$ cat src/rtl/udma_mram_cmd_seq.sv
// Command sequencer for the MRAM macro wrapper: single read/program/erase requests in, pin sequencing out.
// Optional ECC status capture on reads is enabled by defining MRAM_ECC_STATUS_EN.
module udma_mram_cmd_seq #(
  parameter int unsigned READ_LAT    = 2,
  parameter logic [19:0] TIMEOUT_CYC = 20'd1000000
) (
  input  logic        clk_i,
  input  logic        rstn_i,
  input  logic        req_valid_i,
  output logic        req_ready_o,
  input  logic [1:0]  req_op_i,
  input  logic [18:0] req_addr_i,
  input  logic [77:0] req_wdata_i,
  output logic        rsp_valid_o,
  input  logic        rsp_ready_i,
  output logic [77:0] rsp_rdata_o,
  output logic        rsp_err_o,
  output logic        rsp_ec_o,
  output logic        rsp_ue_o,
  output logic        busy_o,
  output logic        mram_CEb_o,
  output logic        mram_WEb_o,
  output logic        mram_RDEN_o,
  output logic        mram_PROGEN_o,
  output logic        mram_PROG_o,
  output logic        mram_ERASE_o,
  output logic        mram_CHIP_o,
  output logic [18:0] mram_A_o,
  output logic [77:0] mram_DIN_o,
  input  logic [77:0] mram_DOUT_i,
  input  logic        mram_RDY_i,
  input  logic        mram_DONE_i,
  input  logic        mram_EC_i,
  input  logic        mram_UE_i
);

  typedef enum logic [3:0] {
    S_IDLE,
    S_RD_ISSUE,
    S_RD_WAIT,
    S_PG_SETUP,
    S_PG_PULSE,
    S_PG_WAIT,
    S_ER_PULSE,
    S_ER_WAIT,
    S_RESP
  } state_t;

  localparam logic [2:0] LAT_INIT = 3'(READ_LAT - 1);

  state_t      state_q, state_d;
  logic [1:0]  op_q, op_d;
  logic [2:0]  lat_q, lat_d;
  logic [19:0] tmo_q, tmo_d;
  logic [18:0] addr_q, addr_d;
  logic [77:0] din_q, din_d;
  logic        rsp_valid_q, rsp_valid_d;
  logic [77:0] rdata_q, rdata_d;
  logic        err_q, err_d;
  logic        ec_q, ec_d;
  logic        ue_q, ue_d;
  logic        busy_q, busy_d;
  logic        ceb_q, ceb_d;
  logic        web_q, web_d;
  logic        rden_q, rden_d;
  logic        progen_q, progen_d;
  logic        prog_q, prog_d;
  logic        erase_q, erase_d;
  logic        chip_q, chip_d;

  logic accept;
  logic done_ok;
  logic tmo_exp;

  always_comb begin
    accept  = (state_q == S_IDLE) && req_valid_i && mram_RDY_i;
    done_ok = mram_DONE_i && mram_RDY_i;
    // The counter expires on the cycle its decrement would reach zero.
    tmo_exp = (tmo_q <= 20'd1);

    state_d = state_q;
    op_d    = op_q;
    lat_d   = lat_q;
    tmo_d   = tmo_q;
    addr_d  = addr_q;
    din_d   = din_q;
    rdata_d = rdata_q;
    err_d   = err_q;
    ec_d    = ec_q;
    ue_d    = ue_q;

    case (state_q)
      S_IDLE: begin
        if (accept) begin
          op_d   = req_op_i;
          addr_d = req_addr_i;
          din_d  = req_wdata_i;
          tmo_d  = TIMEOUT_CYC;
          case (req_op_i)
            2'b00:   state_d = S_RD_ISSUE;
            2'b01:   state_d = S_PG_SETUP;
            default: state_d = S_ER_PULSE;
          endcase
        end
      end
      S_RD_ISSUE: begin
        lat_d   = LAT_INIT;
        state_d = S_RD_WAIT;
      end
      S_RD_WAIT: begin
        if (lat_q == 3'd0) begin
          rdata_d = mram_DOUT_i;
`ifdef MRAM_ECC_STATUS_EN
          ec_d    = mram_EC_i;
          ue_d    = mram_UE_i;
          err_d   = mram_UE_i;
`else
          ec_d    = 1'b0;
          ue_d    = 1'b0;
          err_d   = 1'b0;
`endif
          state_d = S_RESP;
        end else if (tmo_exp) begin
          rdata_d = '0;
          err_d   = 1'b1;
          ec_d    = 1'b0;
          ue_d    = 1'b0;
          state_d = S_RESP;
        end else begin
          lat_d = lat_q - 3'd1;
          tmo_d = tmo_q - 20'd1;
        end
      end
      S_PG_SETUP: state_d = S_PG_PULSE;
      S_PG_PULSE: state_d = S_PG_WAIT;
      S_ER_PULSE: state_d = S_ER_WAIT;
      S_PG_WAIT, S_ER_WAIT: begin
        // Completion wins over a same-cycle timeout.
        if (done_ok) begin
          rdata_d = '0;
          err_d   = 1'b0;
          ec_d    = 1'b0;
          ue_d    = 1'b0;
          state_d = S_RESP;
        end else if (tmo_exp) begin
          rdata_d = '0;
          err_d   = 1'b1;
          ec_d    = 1'b0;
          ue_d    = 1'b0;
          state_d = S_RESP;
        end else begin
          tmo_d = tmo_q - 20'd1;
        end
      end
      S_RESP: begin
        if (rsp_ready_i) state_d = S_IDLE;
      end
      default: state_d = S_IDLE;
    endcase

    rsp_valid_d = (state_d == S_RESP);
    busy_d      = (state_d != S_IDLE);

    // Pins are decoded from the state being entered so they register alongside it.
    ceb_d    = 1'b1;
    web_d    = 1'b1;
    rden_d   = 1'b0;
    progen_d = 1'b0;
    prog_d   = 1'b0;
    erase_d  = 1'b0;
    chip_d   = 1'b0;
    case (state_d)
      S_RD_ISSUE: begin
        ceb_d  = 1'b0;
        rden_d = 1'b1;
      end
      S_RD_WAIT: ceb_d = 1'b0;
      S_PG_SETUP, S_PG_WAIT, S_ER_WAIT: begin
        ceb_d    = 1'b0;
        progen_d = 1'b1;
      end
      S_PG_PULSE: begin
        ceb_d    = 1'b0;
        progen_d = 1'b1;
        web_d    = 1'b0;
        prog_d   = 1'b1;
      end
      S_ER_PULSE: begin
        ceb_d    = 1'b0;
        progen_d = 1'b1;
        erase_d  = 1'b1;
        chip_d   = (op_d == 2'b11);
      end
      default: ;
    endcase
  end

  always_ff @(posedge clk_i) begin
    if (!rstn_i) begin
      state_q     <= S_IDLE;
      op_q        <= 2'b00;
      lat_q       <= 3'd0;
      tmo_q       <= 20'd0;
      addr_q      <= '0;
      din_q       <= '0;
      rsp_valid_q <= 1'b0;
      rdata_q     <= '0;
      err_q       <= 1'b0;
      ec_q        <= 1'b0;
      ue_q        <= 1'b0;
      busy_q      <= 1'b0;
      ceb_q       <= 1'b1;
      web_q       <= 1'b1;
      rden_q      <= 1'b0;
      progen_q    <= 1'b0;
      prog_q      <= 1'b0;
      erase_q     <= 1'b0;
      chip_q      <= 1'b0;
    end else begin
      state_q     <= state_d;
      op_q        <= op_d;
      lat_q       <= lat_d;
      tmo_q       <= tmo_d;
      addr_q      <= addr_d;
      din_q       <= din_d;
      rsp_valid_q <= rsp_valid_d;
      rdata_q     <= rdata_d;
      err_q       <= err_d;
      ec_q        <= ec_d;
      ue_q        <= ue_d;
      busy_q      <= busy_d;
      ceb_q       <= ceb_d;
      web_q       <= web_d;
      rden_q      <= rden_d;
      progen_q    <= progen_d;
      prog_q      <= prog_d;
      erase_q     <= erase_d;
      chip_q      <= chip_d;
    end
  end

  assign req_ready_o   = (state_q == S_IDLE) && mram_RDY_i;
  assign rsp_valid_o   = rsp_valid_q;
  assign rsp_rdata_o   = rdata_q;
  assign rsp_err_o     = err_q;
  assign busy_o        = busy_q;
  assign mram_CEb_o    = ceb_q;
  assign mram_WEb_o    = web_q;
  assign mram_RDEN_o   = rden_q;
  assign mram_PROGEN_o = progen_q;
  assign mram_PROG_o   = prog_q;
  assign mram_ERASE_o  = erase_q;
  assign mram_CHIP_o   = chip_q;
  assign mram_A_o      = addr_q;
  assign mram_DIN_o    = din_q;

`ifdef MRAM_ECC_STATUS_EN
  assign rsp_ec_o = ec_q;
  assign rsp_ue_o = ue_q;
`else
  logic unused_ecc;
  assign unused_ecc = mram_EC_i ^ mram_UE_i ^ ec_q ^ ue_q;
  assign rsp_ec_o   = 1'b0;
  assign rsp_ue_o   = 1'b0;
`endif

endmodule

$ cat config.mk
export PLATFORM = sky130hd
export DESIGN_NAME = udma_mram_cmd_seq
export DESIGN_NICKNAME = d
export VERILOG_FILES = /design/src/rtl/udma_mram_cmd_seq.sv
export SDC_FILE = /design/constraint.sdc
export NUM_CORES = 1
export LEC_CHECK = 0
export ABC_AREA = 1
export BUFFER_PORTS_ARGS = -buffer_cell sky130_fd_sc_hd__buf_2
export CAP_MARGIN = 40
export CORE_AREA = 2 2 143 145
export DETAILED_ROUTE_END_ITERATION = 10
export DIE_AREA = 0 0 145 147
export PLACE_DENSITY = 0.68
export SKIP_LAST_GASP = 1
export SYNTH_ARGS = -nofsm -noshare
export SYNTH_HDL_FRONTEND = slang
export SYNTH_SLANG_ARGS = --single-unit
export TNS_END_PERCENT = 1
$ cat constraint.sdc
create_clock -name clk_i -period 5.5 [get_ports clk_i]
set_input_delay 1.1 -clock clk_i [delete_from_list [all_inputs] [get_ports clk_i]]
set_output_delay 1.1 -clock clk_i [all_outputs]
set_load 0.01 [all_outputs]
==> run_results.csv <==
group,metric,value,unit
clocking,h-tree-depth,1,
routing,wl_per_cell,14.2,µm
yosys,yosysUniqueCellTypes,30,
yosys,synth_cells,1099,
yosys,synth_edf_count,0,
sta,setup_viol,0,
layout,multi_input_area,3420,µm²
floorplan,die_h,147,µm
yosys,yosysTopAreaCellShare,52.3,%
floorplan,dieArea,21300,µm²
job,cap_violations,0,
sta,hold_violations,0,
place,hpwl,17300,µm
power_and_ir_drop,p_leak,5.22,nW
setup_path,critical_path_required,4.40,ns
yosys,synth_common_cells,"nor2_1 (261), nand2_1 (247), dfxtp_1 (213)",
setup_path,crit_type,"input port to output pin",
yosys,yosys.area.top_type,"dfxtp_1",
setup_path,critPathMaxFanout,4,
grt,grt_max_degree,104,
clocking,cts_buffers,24,
sta,finalWorstSetupSlack,2.80,ns
sta,timing.setup.tns,0,ns
yosys,synth_ff_type,"dfxtp_1",
place,post-place-ws,2.46,ns
yosys,synth.avg_cell_area,7.42,µm²
sta,final.min_clock_period,2.70,ns
routing,ant_nets,0,
layout,drive_gt1_share,30.0,%
clocking,insertion_delay,0.51,ns
setup_path,setup.worst_path.start_class,"input port",
power_and_ir_drop,intPower,3.63,mW
yosys,syn_area,8150,µm²
yosys,async_flop_share,0,%
routing,drtIter0Drc,450,
floorplan,core.rowCount,52,
floorplan,start_util,41.1,%
power_and_ir_drop,p_per_area,523,nW/µm²
power_and_ir_drop,pwr-share-comb,35.3,%
grt,antenna_found_initial,3,
routing,via_per_inst,4.72,
setup_path,cp-end-kind,"output pin",
layout,fillers,1945,
place,gp_congestion,0.861,
clocking,clock_sinks,213,
clocking,hold_buffers,0,
sta,skew,0.0140,ns
place,portBuffers,368,
routing,wl,24400,µm
clocking,cts-resized-gates,0,
hold_path,hp-class,"flip-flop to flip-flop",
power_and_ir_drop,p_seq_share,35.8,%
sta,post-route-period-util,49.0,%
setup_path,cp.arrival,1.60,ns
floorplan,fp.dieW,145,µm
power_and_ir_drop,p_clk_share,29.0,%
clocking,tritoncts,"yes",
floorplan,coreArea,19800,µm²
grt,grt-ovfl-total,0,
yosys,yosysMostFrequentCell,"nor2_1",
power_and_ir_drop,p_sw,2.07,mW
sta,slew_headroom,40.2,%
grt,grt_pass1_vias,7587,
floorplan,num_io_pins,373,
yosys,yosys_warnings,0,
sta,grt_setup_unrepaired,"no",
clocking,clk_pin_slew,0.05,ns
sta,worst_pin_slew,0.896,ns
yosys,ys_ff_latch,213,
grt,grt_pass1_wl,38500,µm
clocking,post-cts-setup-buffer-count,0,
power_and_ir_drop,swShare,36.4,%
routing,dr.pass1.iters,5,
routing,drcViolationCount,0,
status,status,"finished, final reports clean",
layout,final_net_count,1624,
layout,register_area,4260,µm²
yosys,seq_area_frac_synth,52.3,%
routing,num_vias,8127,
sta,drv_slew,0,
clocking,cts_max_path_buffers,3,
clocking,cts_root_buf,"clkbuf_16",
layout,area_growth,34.0,%
power_and_ir_drop,ir_drop,0.266,mV
yosys,ys_top_cells_by_area,"dfxtp_1 (52%), nor2_1 (12%), nand2_1 (11%)",
layout,utilization,55.0,%
sta,fmax,0.371,GHz
grt,grt_util_all_layers,21.9,%
==> critical path, cell delays in order <==
cell and delay, ns:
buf_2 0.14, inv_1 0.05, nor2_1 0.13, buf_2 0.17
==> power by group through the flow <==
stage	Sequential (mW)	Combinational, mW	Clock, mW
3_3_place_gp	2.06	1.97	0
5_1_grt	2.08	2.29	1.75
2_1_floorplan	2.18	1.28	0
6_report	2.04	2.01	1.65
3_5_place_dp	2.07	2.02	0
4_1_cts	2.04	2.02	1.70
==> cells in the final DEF (no fill, tap or decap), drive strengths merged <==
cell	n
a31oi	1
nor3	1
a21o	3
nor2	264
conb	2
nand2	252
diode	2
inv	39
xnor2	3
ha	4
clkinv	2
or2	3
clkbuf	37
dfxtp	213
buf	375
xor2	5
a21oi	105
o21ai	106
nand3	22
nand4	11
bufinv	3
==> sequential cells by signal (all words and copies together) (netlist names) <==
name,cells
rsp_valid_o,1
mram_RDEN_o,1
mram_ERASE_o,1
op_q,1
busy_o,1
mram_A_o,19
mram_PROGEN_o,1
tmo_q,20
state_q,4
rsp_rdata_o,78
mram_CEb_o,1
mram_DIN_o,78
rsp_err_o,1
lat_q,3
mram_WEb_o,1
mram_PROG_o,1
mram_CHIP_o,1
==> path summary, 6_finish.rpt <==
| kind | depth (start not counted) | from | end | slack, ns |
|---|---|---|---|---|
| max | 4 | mram_RDY_i | req_ready_o | 2.80 |
| min | 2 | rsp_rdata_o[57] | rsp_rdata_o[57] | 0.46 |
| max reg2reg | 13 | tmo_q[0] | rsp_rdata_o[18] | 2.82 |
| min reg2reg | 2 | rsp_rdata_o[57] | rsp_rdata_o[57] | 0.46 |
==> layout make-up <==
cell class	instances	area share, %
clock buffers	37	6.60
diodes	2	0.0458
well taps	270	3.09
multi-input cells	782	31.4
repair buffers	375	17.5
clock inverters	5	0.951
inverters	39	1.38
flip-flops and latches	213	39.1
==> per-layer routing <==
metal / track usage [%] / routed length, µm
met5: 0 / 0
met4: 9.21 / 956
met2: 38.0 / 12000
met3: 5.40 / 1560
met1: 25.9 / 9910
==> through the flow <==
stage	std cells	power, mW	area, µm²	hold WS (ns)
final	1723	5.71	10900	0.455
after global routing	1723	6.12	10900	0.474
after CTS	1721	5.76	10900	0.457
after detailed placement	1679	4.09	10100	0.448
after global placement	1678	4.03	10100	0.445
after floorplan	1100	3.47	8150	0.465
==> logic make-up after synthesis <==
logic type	after synthesis	share of synthesized area, %
flip-flops	213	52.3
AO/OA/AOI/OAI	215	13.5
other	1	0.0460
buffers and inverters	105	5.83
AND/OR/NAND/NOR	553	26.8
adder cells (fa/ha/maj)	4	0.614
XOR/XNOR	8	0.860
(Power assumes the default switching activity.)
